### config.mk
export PLATFORM = sky130hd
export DESIGN_NAME = sonic_rx_write_address
export DESIGN_NICKNAME = d
export VERILOG_FILES = /design/src/rtl/sonic_rx_write_address.sv
export SDC_FILE = /design/constraint.sdc
export NUM_CORES = 1
export LEC_CHECK = 0
export ABC_AREA = 0
export ABC_CLOCK_PERIOD_IN_PS = 7200
export BUFFER_PORTS_ARGS = -buffer_cell sky130_fd_sc_hd__buf_4
export CAP_MARGIN = 20
export CORE_MARGIN = 3
export CORE_UTILIZATION = 55
export DETAILED_ROUTE_END_ITERATION = 12
export PLACE_DENSITY = 0.77
export SLEW_MARGIN = 20
export SYNTH_ARGS = -nofsm -noshare
export SYNTH_HDL_FRONTEND = slang
export SYNTH_SLANG_ARGS = --single-unit
### constraint.sdc
create_clock -name clk_in -period 7.2 [get_ports clk_in]
set_input_delay 0.36 -clock clk_in [delete_from_list [all_inputs] [get_ports clk_in]]
set_output_delay 0.36 -clock clk_in [all_outputs]
set_load 0.005 [all_outputs]
### src/rtl/sonic_rx_write_address.sv
`timescale 1ns/1ps
// RX ring write-address generator: address per accepted word, occupancy vs host rd_ptr, block-done pulses; SONIC_RX_OVERFLOW_CNT_EN adds a stall counter.
// Address, blk_done and flags land 1 cycle after accept; wr_ready is registered and drops before the ring can overrun.
module sonic_rx_write_address #(
   parameter int            AW         = 14,
   parameter logic [AW-1:0] DEPTH      = 14'h3E00,
   parameter logic [AW-1:0] BLOCK_SIZE = 14'd496
) (
   input  logic          clk_in,
   input  logic          reset_n,
   input  logic          ena,
   input  logic          wr_valid,
   output logic          wr_ready,
   output logic [AW-1:0] addr_out,
   output logic          addr_valid,
   input  logic [AW-1:0] rd_ptr_in,
   input  logic          rd_ptr_load,
   output logic [AW:0]   occupancy,
   output logic          full,
   output logic          empty,
   output logic          blk_done,
   output logic [AW-1:0] blk_idx
`ifdef SONIC_RX_OVERFLOW_CNT_EN
   ,
   input  logic          ovf_clr,
   output logic [15:0]   ovf_cnt
`endif
);

   localparam logic [AW-1:0] LAST_PTR = DEPTH - 1'b1;
   localparam logic [AW-1:0] LAST_OFF = BLOCK_SIZE - 1'b1;
   localparam logic [AW-1:0] LAST_BLK = DEPTH / BLOCK_SIZE - 1'b1;
   localparam logic [AW:0]   DEPTH_W  = {1'b0, DEPTH};

   typedef enum logic [1:0] {IDLE, RUN, HOLD} state_t;

   state_t        state;
   logic [AW-1:0] wr_ptr;
   logic [AW-1:0] rd_ptr;
   logic [AW-1:0] blk_off;
   logic [AW-1:0] blk_cnt;
   logic          accept;
   logic          load_ok;
   logic [AW+1:0] freed;
   logic [AW+1:0] occ_sum;
   logic [AW:0]   occ_next;

   always_comb begin
      accept  = wr_valid & wr_ready;
      load_ok = rd_ptr_load && (rd_ptr_in < DEPTH);
      freed   = '0;
      if (load_ok) begin
         if (rd_ptr_in >= rd_ptr)
            freed = {2'b00, rd_ptr_in} - {2'b00, rd_ptr};
         else
            freed = {2'b00, rd_ptr_in} + {2'b00, DEPTH} - {2'b00, rd_ptr};
      end
      occ_sum = {1'b0, occupancy} + {{(AW+1){1'b0}}, accept};
      // A host pointer that runs past the writer clamps to empty.
      occ_next = (freed > occ_sum) ? '0 : (AW+1)'(occ_sum - freed);
   end

   assign full  = (occupancy == DEPTH_W);
   assign empty = (occupancy == '0);

   always_ff @(posedge clk_in) begin
      if (!reset_n) begin
         state      <= IDLE;
         wr_ready   <= 1'b0;
         wr_ptr     <= '0;
         rd_ptr     <= '0;
         occupancy  <= '0;
         addr_out   <= '0;
         addr_valid <= 1'b0;
         blk_done   <= 1'b0;
         blk_idx    <= '0;
         blk_off    <= '0;
         blk_cnt    <= '0;
      end else begin
         addr_valid <= accept;
         blk_done   <= 1'b0;
         if (accept) begin
            addr_out <= wr_ptr;
            wr_ptr   <= (wr_ptr == LAST_PTR) ? '0 : wr_ptr + 1'b1;
            // Block position is tracked incrementally; BLOCK_SIZE divides DEPTH so it realigns at wrap.
            if (blk_off == LAST_OFF) begin
               blk_off  <= '0;
               blk_done <= 1'b1;
               blk_idx  <= blk_cnt;
               blk_cnt  <= (blk_cnt == LAST_BLK) ? '0 : blk_cnt + 1'b1;
            end else begin
               blk_off <= blk_off + 1'b1;
            end
         end
         if (load_ok)
            rd_ptr <= rd_ptr_in;
         occupancy <= occ_next;

         case (state)
            IDLE: begin
               if (ena && occ_next == DEPTH_W) begin
                  state    <= HOLD;
                  wr_ready <= 1'b0;
               end else if (ena) begin
                  state    <= RUN;
                  wr_ready <= 1'b1;
               end else begin
                  wr_ready <= 1'b0;
               end
            end
            RUN: begin
               if (!ena) begin
                  state    <= IDLE;
                  wr_ready <= 1'b0;
               end else if (occ_next == DEPTH_W) begin
                  state    <= HOLD;
                  wr_ready <= 1'b0;
               end else begin
                  wr_ready <= 1'b1;
               end
            end
            HOLD: begin
               if (!ena) begin
                  state    <= IDLE;
                  wr_ready <= 1'b0;
               end else if (occ_next < DEPTH_W) begin
                  state    <= RUN;
                  wr_ready <= 1'b1;
               end else begin
                  wr_ready <= 1'b0;
               end
            end
            default: begin
               state    <= IDLE;
               wr_ready <= 1'b0;
            end
         endcase
      end
   end

`ifdef SONIC_RX_OVERFLOW_CNT_EN
   always_ff @(posedge clk_in) begin
      if (!reset_n)
         ovf_cnt <= '0;
      else if (ovf_clr)
         ovf_cnt <= '0;
      else if (wr_valid && !wr_ready && state != IDLE && ovf_cnt != 16'hFFFF)
         ovf_cnt <= ovf_cnt + 16'd1;
   end
`endif

endmodule

==> flow_summary.json <==
{
  "synth_top_area_share_pct": 29.2,
  "drv_slew": 0,
  "synthCells": 909,
  "rrSetupSlack_ps": 1330,
  "cts-root-buf": "clkbuf_16",
  "period_share_pct": 81.5,
  "min-delay-start": "rd_ptr_load",
  "cts.sinks": 104,
  "final-instance-count-excl-fill": 1134,
  "reg2reg_depth": 21,
  "drtPass1Iterations": 5,
  "cts.path.max_buffers": 2,
  "yosys.area.top_type": "dfxtp_1",
  "synth.cell_area_sq_um": 7120,
  "crit_slowest_cell": "ha_1",
  "hold-worst-slack_ps": 237,
  "area_growth_pct": 12.6,
  "synth_xor_area_share_pct": 9.23,
  "worstPathCellList": "inv_1, ha_1, fa_1, a31oi_1, o21ai_0, a31oi_1, o32ai_1, o211ai_2, nand2_2, mux2_2, and2_1, ha_1, and4_4, nor3b_2, nand4_1, nor3b_1, a21oi_1, nand4_1, nor3_1, a311o_1, mux2i_1",
  "finalSetupTns_ps": 0,
  "n_antenna_cell": 0,
  "yosys_most_used_dff": "dfxtp_1",
  "max_cap_violations": 0,
  "ios": 67,
  "rsz0062_at_grt": "false",
  "grt_start_max_net_pins": 54,
  "worstSetupEndpointType": "flip-flop",
  "dieArea_sq_um": 14300,
  "worst-path-max-fanout": 15,
  "drtIter0Drc": 350,
  "final_layout_size_suffix_gt1_share_pct": 10.2,
  "antenna_found_initial": 0,
  "critical_path_required_ps": 7430,
  "grt_pass1_wl_um": 27500,
  "nets": 1063,
  "grt_pass1_vias": 5907,
  "yosys.area_share.adder_pct": 15.6,
  "power_leakage_uw": 0.00336,
  "dieHeight_um": 120,
  "wl_per_cell_um": 14.1,
  "synth_top_family_by_area": "simple AND/OR/NAND/NOR gates",
  "status": "complete, no violations",
  "whs_path_depth": 2,
  "grt-ovfl-total": 0,
  "core_sq_um": 12300,
  "synth_seq_cells": 104,
  "vias_per_cell": 5.57,
  "place_hpwl_um": 12100,
  "syn_avg_cell_area_sq_um": 7.83,
  "finalCriticalPeriod_ps": 5870,
  "final_area_sq_um": 8010,
  "final_hold_viol_count": 0,
  "path_class": "flip-flop to flip-flop",
  "cts_tree": "done",
  "r2r_end": "state[0]",
  "yosysWarnings": 0,
  "total_power_uw": 2010,
  "timing.fmax_mhz": 170,
  "post_cts_resized": 0,
  "yosysUniqueCellTypes": 65,
  "finClkSkew_ps": 4.52,
  "r2r-start": "rd_ptr[1]",
  "dieWidth_um": 120,
  "synthSimpleGateAreaFrac_pct": 24.1,
  "insertion_delay_ps": 350,
  "place_area_sq_um": 7730,
  "hold_path.class": "primary input to flip-flop",
  "power_density_nw_per_um2": 250,
  "routed_wirelength_um": 16000,
  "peakVddDrop_mv": 0.150,
  "synth-compound-area-share_pct": 14.8,
  "clkSlewWorstSetupHoldPaths_ps": 70,
  "remaining_drc_errors": 0,
  "gp_congestion": 0.968,
  "numCtsBuffers": 9,
  "io_buffers": 66,
  "grt_usage_pct": 23.0,
  "placed_cells_incl_taps": 1119,
  "synthTopCellsByArea": "dfxtp_1, ha_1, nand2_1, a21oi_1, xnor2_1",
  "relSlewSlack_pct": 40.8,
  "rows": 40,
  "postCtsHoldBufs": 0,
  "hold-path-endpoint": "rd_ptr[12]",
  "synth_mux_area_share_pct": 0.861,
  "ctsHtreeMaxLevel": 3,
  "path_delay_family": "simple AND/OR/NAND/NOR gates",
  "start_util_pct": 57.8,
  "cp_num_buf_inv": 1,
  "post_cts_buffers": 0,
  "cp-start-kind": "flip-flop",
  "ant_nets": 0,
  "setup_viol": 0,
  "synth-seq-area-share_pct": 29.2,
  "tightest_slew_ps": 880,
  "cpPeakStageDelay_ps": 430,
  "synth_nets": 1010,
  "async_reset_ff_share_pct": 0,
  "synth_edf_count": 0,
  "cp.arrival_ps": 6100,
  "num_vias": 6320
}
==> flip-flops by register name, summed over array words and instances (netlist names) <==
signal / cells
occupancy: 15
addr_out: 14
blk_cnt: 14
blk_idx: 14
blk_off: 14
rd_ptr: 14
wr_ptr: 14
state: 2
addr_valid: 1
blk_done: 1
wr_ready: 1
==> cells by family after synthesis <==
family | after synthesis
AND/OR/NAND/NOR | 364
AO/OA/AOI/OAI | 170
buffers and inverters | 108
flip-flops | 104
adder cells (fa/ha/maj) | 82
XOR/XNOR | 75
multiplexers | 6
==> how the worst max path moves through the flow <==
stage	start	endpoint	slack (ps)	cells past startpoint
global placement	rd_ptr_in[1]	state[1]	1580	21
global route	rd_ptr[1]	state[0]	820	24
CTS	rd_ptr[1]	state[0]	1410	21
finish	rd_ptr[1]	state[0]	1330	21
detailed placement	rd_ptr_in[1]	state[0]	1380	21
floorplan	rd_ptr_in[1]	state[1]	2160	22
==> where the power goes <==
part | switching [uW] | internal [uW]
Clock | 212 | 270
Combinational | 507 | 370
Sequential | 39.2 | 609
==> layout make-up <==
| type | count | area [sq um] |
|---|---|---|
| Clock buffer | 11 | 233 |
| Clock inverter | 4 | 55.1 |
| Fill cell | 1116 | 4300 |
| Inverter | 77 | 289 |
| Multi-Input combinational cell | 697 | 4600 |
| Sequential cell | 104 | 2080 |
| Tap cell | 168 | 210 |
| Timing Repair Buffer | 73 | 548 |
==> layout by cell type, fill, tap and decap left out, types with 3 or more instances in the layout <==
| cell type | netlist | routed |
|---|---|---|
| inv_1 | 76 | 76 |
| or4_1 | 3 | 3 |
| o21a_1 | 5 | 5 |
| a21o_1 | 11 | 11 |
| and3_1 | 16 | 16 |
| or3_1 | 11 | 11 |
| buf_4 | 6 | 73 |
| a211oi_1 | 4 | 4 |
| nor2_1 | 84 | 84 |
| o2111ai_1 | 7 | 7 |
| xor2_1 | 35 | 35 |
| and4_1 | 3 | 3 |
| and2_1 | 7 | 7 |
| nand2b_1 | 7 | 7 |
| a31oi_1 | 8 | 8 |
| nor3b_1 | 4 | 4 |
| clkbuf_16 | 0 | 9 |
| xnor2_1 | 40 | 40 |
| o211ai_1 | 3 | 3 |
| fa_1 | 11 | 11 |
| o21bai_1 | 4 | 4 |
| nand3_1 | 31 | 31 |
| mux2i_1 | 5 | 5 |
| nor2b_1 | 3 | 3 |
| nand2_1 | 135 | 135 |
| a21oi_1 | 86 | 86 |
| dfxtp_1 | 104 | 104 |
| nor3_1 | 17 | 17 |
| nor4_1 | 8 | 8 |
| nand4_1 | 23 | 23 |
| o21ai_0 | 17 | 17 |
| o31ai_1 | 3 | 3 |
| a221oi_1 | 4 | 4 |
| ha_1 | 71 | 71 |
==> synthesized netlist by cell type (all sizes together), types with 17 or more instances <==
| cell type | count |
|---|---|
| nor3 | 17 |
| nor2 | 84 |
| ha | 71 |
| inv | 76 |
| and3 | 17 |
| o21ai | 19 |
| a21oi | 86 |
| clkbuf | 20 |
| nand4 | 24 |
| xor2 | 35 |
| dfxtp | 104 |
| nand2 | 136 |
| xnor2 | 40 |
| nand3 | 31 |
==> through the flow <==
| stage | util [%] | setup slack [ps] |
|---|---|---|
| 6_report | 65.1 | 1330 |
| 5_1_grt | 65.1 | 817 |
| 4_1_cts | 65.1 | 1410 |
| 3_5_place_dp | 62.8 | 1380 |
| 3_3_place_gp | 62.8 | 1580 |
| 2_1_floorplan | - | 2160 |
==> routing by layer <==
layer / part of all wire [%] / routed length [um] / global-route usage [%] / vias up
met4: 1.4 / 225 / 6.51 / 0
met2: 49 / 7810 / 39.8 / 134
li1: - / - / - / 3199
met3: 5.1 / 811 / 4.67 / 14
met1: 45 / 7140 / 29.1 / 2973
met5: 0 / 0 / 0 / -
(Power assumes the default switching activity.)
